[config.mk]
export PLATFORM = sky130hd
export DESIGN_NAME = jtframe_bank_arb_flat
export DESIGN_NICKNAME = d
export VERILOG_FILES = /design/src/rtl/jtframe_bank_arb_pkg.sv /design/src/rtl/jtframe_bank_arb_if.sv /design/src/rtl/jtframe_bank_arb_rr.sv /design/src/rtl/jtframe_bank_arb.sv /design/src/flat_wrapper.sv
export SDC_FILE = /design/constraint.sdc
export NUM_CORES = 1
export LEC_CHECK = 0
export ABC_AREA = 1
export CAP_MARGIN = 15
export CORE_UTILIZATION = 50
export CTS_CLUSTER_DIAMETER = 120
export CTS_CLUSTER_SIZE = 12
export DETAILED_ROUTE_END_ITERATION = 6
export PLACE_DENSITY = 0.8
export SLEW_MARGIN = 20
export SYNTH_ARGS = -nofsm -noshare
export SYNTH_HDL_FRONTEND = slang
export SYNTH_SLANG_ARGS = --single-unit
[constraint.sdc]
create_clock -name clk -period 2.2 [get_ports clk]
set_clock_uncertainty 0.05 [all_clocks]
set_input_delay 0.33 -clock clk [delete_from_list [all_inputs] [get_ports clk]]
set_output_delay 0.33 -clock clk [all_outputs]
set_load 0.01 [all_outputs]
[src/rtl/jtframe_bank_arb_pkg.sv]
// jtframe_bank_arb_pkg
// Shared types and constants for the read-only SDRAM bank arbiter.
//   state_t    : arbiter FSM states
//   DEF_AW     : default SDRAM word address width
//   DEF_DW     : default data width (matches sdram_dout)
//   idx_width  : bits needed to index n slots (never less than 1)
package jtframe_bank_arb_pkg;

  localparam int DEF_AW = 22;
  localparam int DEF_DW = 32;

  typedef enum logic [1:0] {
    IDLE,
    WAIT_ACK,
    WAIT_RDY
  } state_t;

  function automatic int idx_width(input int n);
    int w;
    w = 1;
    while ((1 << w) < n) w = w + 1;
    return w;
  endfunction

endpackage

[src/rtl/jtframe_bank_arb_if.sv]
// jtframe_bank_arb_if
// Bundles the client-side ROM slots and the SDRAM bank port of one arbiter.
//   slot_cs/slot_addr       : per-slot requests, slot i address at [i*AW +: AW]
//   slot_ok/slot_dout       : per-slot valid flag and data, slot i data at [i*DW +: DW]
//   ba_addr/ba_rd           : request towards the SDRAM controller
//   ba_ack/ba_rdy/sdram_dout: controller handshake and shared read data
// Modports: slave is the arbiter's view, master is the view of whatever drives
// the clients and models the SDRAM controller.
interface jtframe_bank_arb_if
  import jtframe_bank_arb_pkg::*;
#(
  parameter int SLOTS = 4,
  parameter int AW    = DEF_AW,
  parameter int DW    = DEF_DW
);

  logic [SLOTS-1:0]    slot_cs;
  logic [SLOTS*AW-1:0] slot_addr;
  logic [SLOTS-1:0]    slot_ok;
  logic [SLOTS*DW-1:0] slot_dout;
  logic [AW-1:0]       ba_addr;
  logic                ba_rd;
  logic                ba_ack;
  logic                ba_rdy;
  logic [DW-1:0]       sdram_dout;

  modport slave (
    input  slot_cs, slot_addr, ba_ack, ba_rdy, sdram_dout,
    output slot_ok, slot_dout, ba_addr, ba_rd
  );

  modport master (
    output slot_cs, slot_addr, ba_ack, ba_rdy, sdram_dout,
    input  slot_ok, slot_dout, ba_addr, ba_rd
  );

endinterface

[src/rtl/jtframe_bank_arb_rr.sv]
// jtframe_bank_arb_rr
// Combinational round-robin picker: returns the first set bit of 'pending'
// searching upward from index 'rr' with wrap-around.
//   pending : per-slot request vector
//   rr      : slot with the highest priority this round
//   gnt     : chosen slot index (0 when nothing is pending)
//   any     : at least one slot is pending
module jtframe_bank_arb_rr
  import jtframe_bank_arb_pkg::*;
#(
  parameter int SLOTS = 4,
  parameter int IW    = idx_width(SLOTS)
) (
  input  logic [SLOTS-1:0] pending,
  input  logic [IW-1:0]    rr,
  output logic [IW-1:0]    gnt,
  output logic             any
);

  // Walk the rotated order from the far end back to rr so the candidate
  // closest to rr is the last one written and therefore wins.
  always_comb begin
    int idx;
    idx = 0;
    gnt = '0;
    any = 1'b0;
    for (int k = SLOTS - 1; k >= 0; k--) begin
      idx = int'(rr) + k;
      if (idx >= SLOTS) idx = idx - SLOTS;
      if (pending[idx]) begin
        gnt = IW'(idx);
        any = 1'b1;
      end
    end
  end

endmodule

[src/rtl/jtframe_bank_arb.sv]
// jtframe_bank_arb
// Shares one read-only SDRAM bank among SLOTS ROM clients with round-robin
// arbitration. Each slot keeps one tagged data entry, so a client holding a
// stable address sees a persistent slot_ok without further SDRAM traffic.
//   clk, rst_n : clock and asynchronous active-low reset
//   bus        : jtframe_bank_arb_if.slave (client slots + bank port)
// Optional macro JTFRAME_BANK_ARB_CACHE_EN: when defined, a slot entry
// survives slot_cs going low, so re-requesting the same address hits at once.
module jtframe_bank_arb
  import jtframe_bank_arb_pkg::*;
#(
  parameter int SLOTS = 4,
  parameter int AW    = DEF_AW,
  parameter int DW    = DEF_DW
) (
  input  logic               clk,
  input  logic               rst_n,
  jtframe_bank_arb_if.slave  bus
);

  localparam int IW = idx_width(SLOTS);

  state_t              state_q, state_d;
  logic [IW-1:0]       gnt_q, gnt_d;
  logic [IW-1:0]       rr_q, rr_d;
  logic [AW-1:0]       ba_addr_q, ba_addr_d;
  logic                ba_rd_q, ba_rd_d;
  logic [AW-1:0]       tag_q [SLOTS];
  logic [AW-1:0]       tag_d [SLOTS];
  logic [DW-1:0]       data_q [SLOTS];
  logic [DW-1:0]       data_d [SLOTS];
  logic [SLOTS-1:0]    valid_q, valid_d;

  logic [AW-1:0]       addr_w [SLOTS];
  logic [SLOTS-1:0]    ok_w;
  logic [SLOTS-1:0]    pending_w;
  logic [SLOTS*DW-1:0] dout_w;
  logic [IW-1:0]       pick;
  logic                pick_any;
  logic                done;

  // ok is purely combinational from the entry registers so it drops in the
  // very cycle a client moves to a different address.
  always_comb begin
    addr_w = '{default: '0};
    ok_w   = '0;
    dout_w = '0;
    for (int i = 0; i < SLOTS; i++) begin
      addr_w[i]           = bus.slot_addr[i*AW +: AW];
      ok_w[i]             = bus.slot_cs[i] & valid_q[i] & (addr_w[i] == tag_q[i]);
      dout_w[i*DW +: DW]  = data_q[i];
    end
    pending_w = bus.slot_cs & ~ok_w;
  end

  jtframe_bank_arb_rr #(
    .SLOTS (SLOTS),
    .IW    (IW)
  ) u_rr (
    .pending (pending_w),
    .rr      (rr_q),
    .gnt     (pick),
    .any     (pick_any)
  );

  // A fetch completes on ba_rdy in WAIT_RDY, or when ack and rdy coincide.
  // ba_rdy seen in IDLE belongs to nothing and is dropped.
  assign done = bus.ba_rdy & ((state_q == WAIT_RDY) | ((state_q == WAIT_ACK) & bus.ba_ack));

  always_comb begin
    state_d   = state_q;
    gnt_d     = gnt_q;
    rr_d      = rr_q;
    ba_addr_d = ba_addr_q;
    ba_rd_d   = ba_rd_q;
    tag_d     = tag_q;
    data_d    = data_q;
    valid_d   = valid_q;
`ifndef JTFRAME_BANK_ARB_CACHE_EN
    valid_d   = valid_q & bus.slot_cs;
`endif
    case (state_q)
      IDLE: begin
        if (pick_any) begin
          gnt_d     = pick;
          ba_addr_d = addr_w[pick];
          ba_rd_d   = 1'b1;
          state_d   = WAIT_ACK;
        end
      end
      WAIT_ACK: begin
        if (bus.ba_ack) begin
          ba_rd_d = 1'b0;
          state_d = bus.ba_rdy ? IDLE : WAIT_RDY;
        end
      end
      WAIT_RDY: begin
        if (bus.ba_rdy) state_d = IDLE;
      end
      default: state_d = IDLE;
    endcase
    // The fetch cannot be cancelled, so the data is always stored under the
    // address actually fetched; a client that moved on simply misses the tag.
    // Completion is applied last so it beats the cs-low clear.
    if (done) begin
      data_d[gnt_q]  = bus.sdram_dout;
      tag_d[gnt_q]   = ba_addr_q;
      valid_d[gnt_q] = 1'b1;
      rr_d           = (gnt_q == IW'(SLOTS - 1)) ? '0 : gnt_q + IW'(1);
    end
  end

  always_ff @(posedge clk or negedge rst_n) begin
    if (!rst_n) begin
      state_q   <= IDLE;
      gnt_q     <= '0;
      rr_q      <= '0;
      ba_addr_q <= '0;
      ba_rd_q   <= 1'b0;
      valid_q   <= '0;
      for (int i = 0; i < SLOTS; i++) begin
        tag_q[i]  <= '0;
        data_q[i] <= '0;
      end
    end else begin
      state_q   <= state_d;
      gnt_q     <= gnt_d;
      rr_q      <= rr_d;
      ba_addr_q <= ba_addr_d;
      ba_rd_q   <= ba_rd_d;
      valid_q   <= valid_d;
      tag_q     <= tag_d;
      data_q    <= data_d;
    end
  end

  assign bus.slot_ok   = ok_w;
  assign bus.slot_dout = dout_w;
  assign bus.ba_addr   = ba_addr_q;
  assign bus.ba_rd     = ba_rd_q;

endmodule
[src/flat_wrapper.sv]
// flat-port wrapper written by rule: the top's interface ports become plain ports
module jtframe_bank_arb_flat import jtframe_bank_arb_pkg::*;
#(
  parameter int SLOTS = 4,
  parameter int AW    = DEF_AW,
  parameter int DW    = DEF_DW
)
  (clk, rst_n, bus_slot_cs, bus_slot_addr, bus_ba_ack, bus_ba_rdy, bus_sdram_dout, bus_slot_ok, bus_slot_dout, bus_ba_addr, bus_ba_rd);
  jtframe_bank_arb_if #(.SLOTS(SLOTS), .AW(AW), .DW(DW)) bus_i ();
  input  logic clk;
  input  logic rst_n;
  input wire logic [$bits(bus_i.slot_cs)-1:0] bus_slot_cs;
  input wire logic [$bits(bus_i.slot_addr)-1:0] bus_slot_addr;
  input wire logic [$bits(bus_i.ba_ack)-1:0] bus_ba_ack;
  input wire logic [$bits(bus_i.ba_rdy)-1:0] bus_ba_rdy;
  input wire logic [$bits(bus_i.sdram_dout)-1:0] bus_sdram_dout;
  output wire logic [$bits(bus_i.slot_ok)-1:0] bus_slot_ok;
  output wire logic [$bits(bus_i.slot_dout)-1:0] bus_slot_dout;
  output wire logic [$bits(bus_i.ba_addr)-1:0] bus_ba_addr;
  output wire logic [$bits(bus_i.ba_rd)-1:0] bus_ba_rd;
  assign bus_i.slot_cs = bus_slot_cs;
  assign bus_i.slot_addr = bus_slot_addr;
  assign bus_i.ba_ack = bus_ba_ack;
  assign bus_i.ba_rdy = bus_ba_rdy;
  assign bus_i.sdram_dout = bus_sdram_dout;
  assign bus_slot_ok = bus_i.slot_ok;
  assign bus_slot_dout = bus_i.slot_dout;
  assign bus_ba_addr = bus_i.ba_addr;
  assign bus_ba_rd = bus_i.ba_rd;
  jtframe_bank_arb #(.SLOTS(SLOTS), .AW(AW), .DW(DW)) u_core (.clk(clk), .rst_n(rst_n), .bus(bus_i));
endmodule
==> impl_metrics.env <==
export IMPL_status="complete, but fails checks"
export IMPL_violations="negative setup slack"
export IMPL_ys_ff_latch=249
export IMPL_power_leakage_nw=8.91
export IMPL_post_place_ws_ns=-0.920
export IMPL_max_vdd_ir_drop_mv=0.863
export IMPL_cts_max_path_buffers=3
export IMPL_start_util_pct=50.8
export IMPL_period_minus_slack_ns=2.60
export IMPL_place_hpwl_um=28400
export IMPL_wl_per_cell_um=18.0
export IMPL_avgSynthCellArea_um2=7.61
export IMPL_dp_cells=2227
export IMPL_hp_class="in -> async"
export IMPL_yosys_area_share_simple_pct=26.2
export IMPL_setup_ws_ns=-0.399
export IMPL_hold_viol=0
export IMPL_cts_made_buffers=24
export IMPL_final_cell_count_no_fill=2281
export IMPL_cp_max_fo=5
export IMPL_cap_viol_max_count=0
export IMPL_row_count=56
export IMPL_endpoint_kind="flop"
export IMPL_grt_usage_pct=32.6
export IMPL_diodes=0
export IMPL_drtPass1Iterations=6
export IMPL_synth_xor_area_share_pct=0.884
export IMPL_path_class="reg -> reg"
export IMPL_relSlewSlack_pct=62.5
export IMPL_met2_length_um=18700
export IMPL_synth_edf_count=0
export IMPL_vias=11930
export IMPL_fmax_mhz=385
export IMPL_yosysMostFrequentCell="nand2_1"
export IMPL_die_x_um=156
export IMPL_period_share_pct=118
export IMPL_pin_count=283
export IMPL_synthAdderAreaFrac_pct=0.421
export IMPL_power_density_nw_per_um2=1440
export IMPL_rsz0062_at_grt="yes"
export IMPL_antenna_found_initial=0
export IMPL_grt_max_degree=63
export IMPL_synth_top_family_by_area="simple AND/OR/NAND/NOR gates"
export IMPL_slew_viol_final=0
export IMPL_ys_top_cells_by_area="dfrtp_1 52%, nand2_1 19%, o21ai_0 9.4%"
export IMPL_multiInputGateArea_um2=4920
export IMPL_async_flop_share_pct=100
export IMPL_fin_area_um2=17500
export IMPL_drc=0
export IMPL_start_kind="flop"
export IMPL_critPathArrivalTime_ns=2.96
export IMPL_die_h_um=156
export IMPL_drive_gt1_share_pct=14.7
export IMPL_synth_compound_area_share_pct=10.2
export IMPL_wl_um=41000
export IMPL_yosysSeqAreaShare_pct=52.4
export IMPL_clk_pin_slew_ns=0.06
export IMPL_wl_met1_um=15700
export IMPL_fin_nets=2094
export IMPL_core_area_um2=23400
export IMPL_drtIter0Drc=1237
export IMPL_fp_dieArea_um2=24400
export IMPL_fillers=1788
export IMPL_setup_violations=30
export IMPL_required_ns=2.56
export IMPL_root_buffer="clkbuf_16"
export IMPL_wl_met3_um=4480
export IMPL_syn_nets=1695
export IMPL_yosysTopAreaCellShare_pct=52.4
export IMPL_synthMuxAreaShare_pct=0
export IMPL_syn_instance_count=1563
export IMPL_grt_pass1_vias=11356
export IMPL_yosysTopAreaCell="dfrtp_1"
export IMPL_ant_nets=0
export IMPL_ys_flop_type="dfrtp_1"
export IMPL_cts_htree_levels=1
export IMPL_gp_congestion=1.02
export IMPL_netlist_area_um2=11900
export IMPL_tightest_slew_ns=0.563
export IMPL_insertion_delay_ns=0.52
export IMPL_placed_area_um2=16100
export IMPL_synthDistinctLibCells=29
export IMPL_clock_sinks=249
export IMPL_portBuffers=282
export IMPL_yosys_warnings=0
export IMPL_routed_via_density=5.23
export IMPL_grt_pass1_wl_um=60700
export IMPL_highest_layer="met4"
export IMPL_synth_commonest_cells="593 x nand2_1, 249 x dfrtp_1, 224 x o21ai_0"
export IMPL_seqCellArea_um2=6230
export IMPL_cts_tree="built"
export IMPL_syn_to_final_growth_pct=46.8
export IMPL_overflow=0
export IMPL_fin_util_pct=74.6
## metrics by stage
step | hold WS (ns) | power [mW] | TNS, ns
floorplan | -0.0156 | 14.1 | 0
global placement | 0.270 | 19.5 | -23.85
detailed placement | 0.279 | 19.8 | -24.74
CTS | 0.319 | 24.3 | -6.82
global route | 0.341 | 26.7 | -12.57
finish | 0.308 | 25.2 | -9.79
## final timing paths
| kind | from | endpoint | slack, ns | depth (start not counted) |
|---|---|---|---|---|
| max in group asynchronous | rst_n | u_core.tag_q[25] | 1.03 | 3 |
| max | u_core.tag_q[26] | u_core.bus.ba_addr[4] | -0.40 | 20 |
| min reg2reg | u_core.bus.slot_dout[56] | u_core.bus.slot_dout[56] | 0.43 | 2 |
| max reg2reg | u_core.tag_q[26] | u_core.bus.ba_addr[4] | -0.40 | 20 |
| min in group clk | bus_ba_rdy | u_core.state_q[1] | 0.33 | 2 |
| min | rst_n | u_core.tag_q[42] | 0.31 | 2 |
## cell type report
type                            count  area share, %
Clock buffer                       25           3.58
Clock inverter                      1         0.0287
Inverter                          224           4.89
Multi-Input combinational cell   1026           28.2
Sequential cell                   249           35.7
Tap cell                          319           2.29
Timing Repair Buffer              437           25.4
## flip-flops by register name (all words and copies together) (netlist names)
name and flops:
u_core.rr_q 2, u_core.bus.ba_addr 22, u_core.bus.slot_dout 128, u_core.bus.ba_rd 1, u_core.valid_q 4, u_core.state_q 2
u_core.tag_q 88, u_core.gnt_q 2
## report_power, final
| group | leakage (nW) | internal [mW] | switching, mW |
|---|---|---|---|
| Sequential | 3.18 | 6.70 | 1.57 |
| Clock | 0.312 | 1.99 | 1.68 |
| Combinational | 5.42 | 6.15 | 7.12 |
| Total | 8.91 | 14.8 | 10.4 |
## placed cells by master, fill, tap and decap left out, types with 5 or more instances in the layout
master           instances
buf_12                  25
buf_4                  109
buf_6                   20
clkbuf_16               28
clkdlybuf4s50_1        277
dfrtp_1                248
inv_1                  207
inv_2                   11
inv_4                    5
nand2_1                561
nand2_2                 19
nand2_4                 18
nand3_1                 86
nand3_2                 14
nand3_4                  8
nor2_1                  40
nor2_2                  13
nor2_4                   6
o21ai_0                220
o21ai_1                 15
xnor2_1                  6
## routing by layer
metal	vias up	GRT usage, %
li1	5587	-
met1	5567	41.2
met2	655	52.7
met3	121	8.28
met4	0	14.6
met5	-	0
## worst max-delay path, cell delays in order, from the launching register on
cell and delay, ns:
dfrtp_1 0.42, nand2_1 0.10, o21ai_1 0.09, nor2_2 0.11, nand2_1 0.09, nor2_2 0.14, nand3_2 0.13, buf_12 0.16
nand3_4 0.06, nand2_4 0.06, nand2_2 0.09, nand2_4 0.08, inv_4 0.08, nand3_4 0.17, nand2_8 0.18, buf_6 0.13
nand2_1 0.05, nand3_1 0.09, nand2_1 0.07, nand2_1 0.08, nand2_1 0.06
## what timing repair did
action / CTS / global route
hold endpoints to repair: 56 / 0
hold buffers: 1 / 0
setup endpoints to repair: 30 / 30
pin swaps: 25 / 48
buffers inserted: 10 / 17
cloned: 2 / 5
resized for setup: 65 / 87
## logic make-up (layout without fill, tap and decap cells)
| group | Yosys count | in the layout |
|---|---|---|
| AND/OR/NAND/NOR | 769 | 770 |
| buffers and inverters | 289 | 687 |
| flip-flops | 249 | 249 |
| AO/OA/AOI/OAI | 240 | 240 |
| XOR/XNOR | 12 | 12 |
| adder cells (fa/ha/maj) | 4 | 4 |
Note: power is estimated with default switching activity, not from simulation.
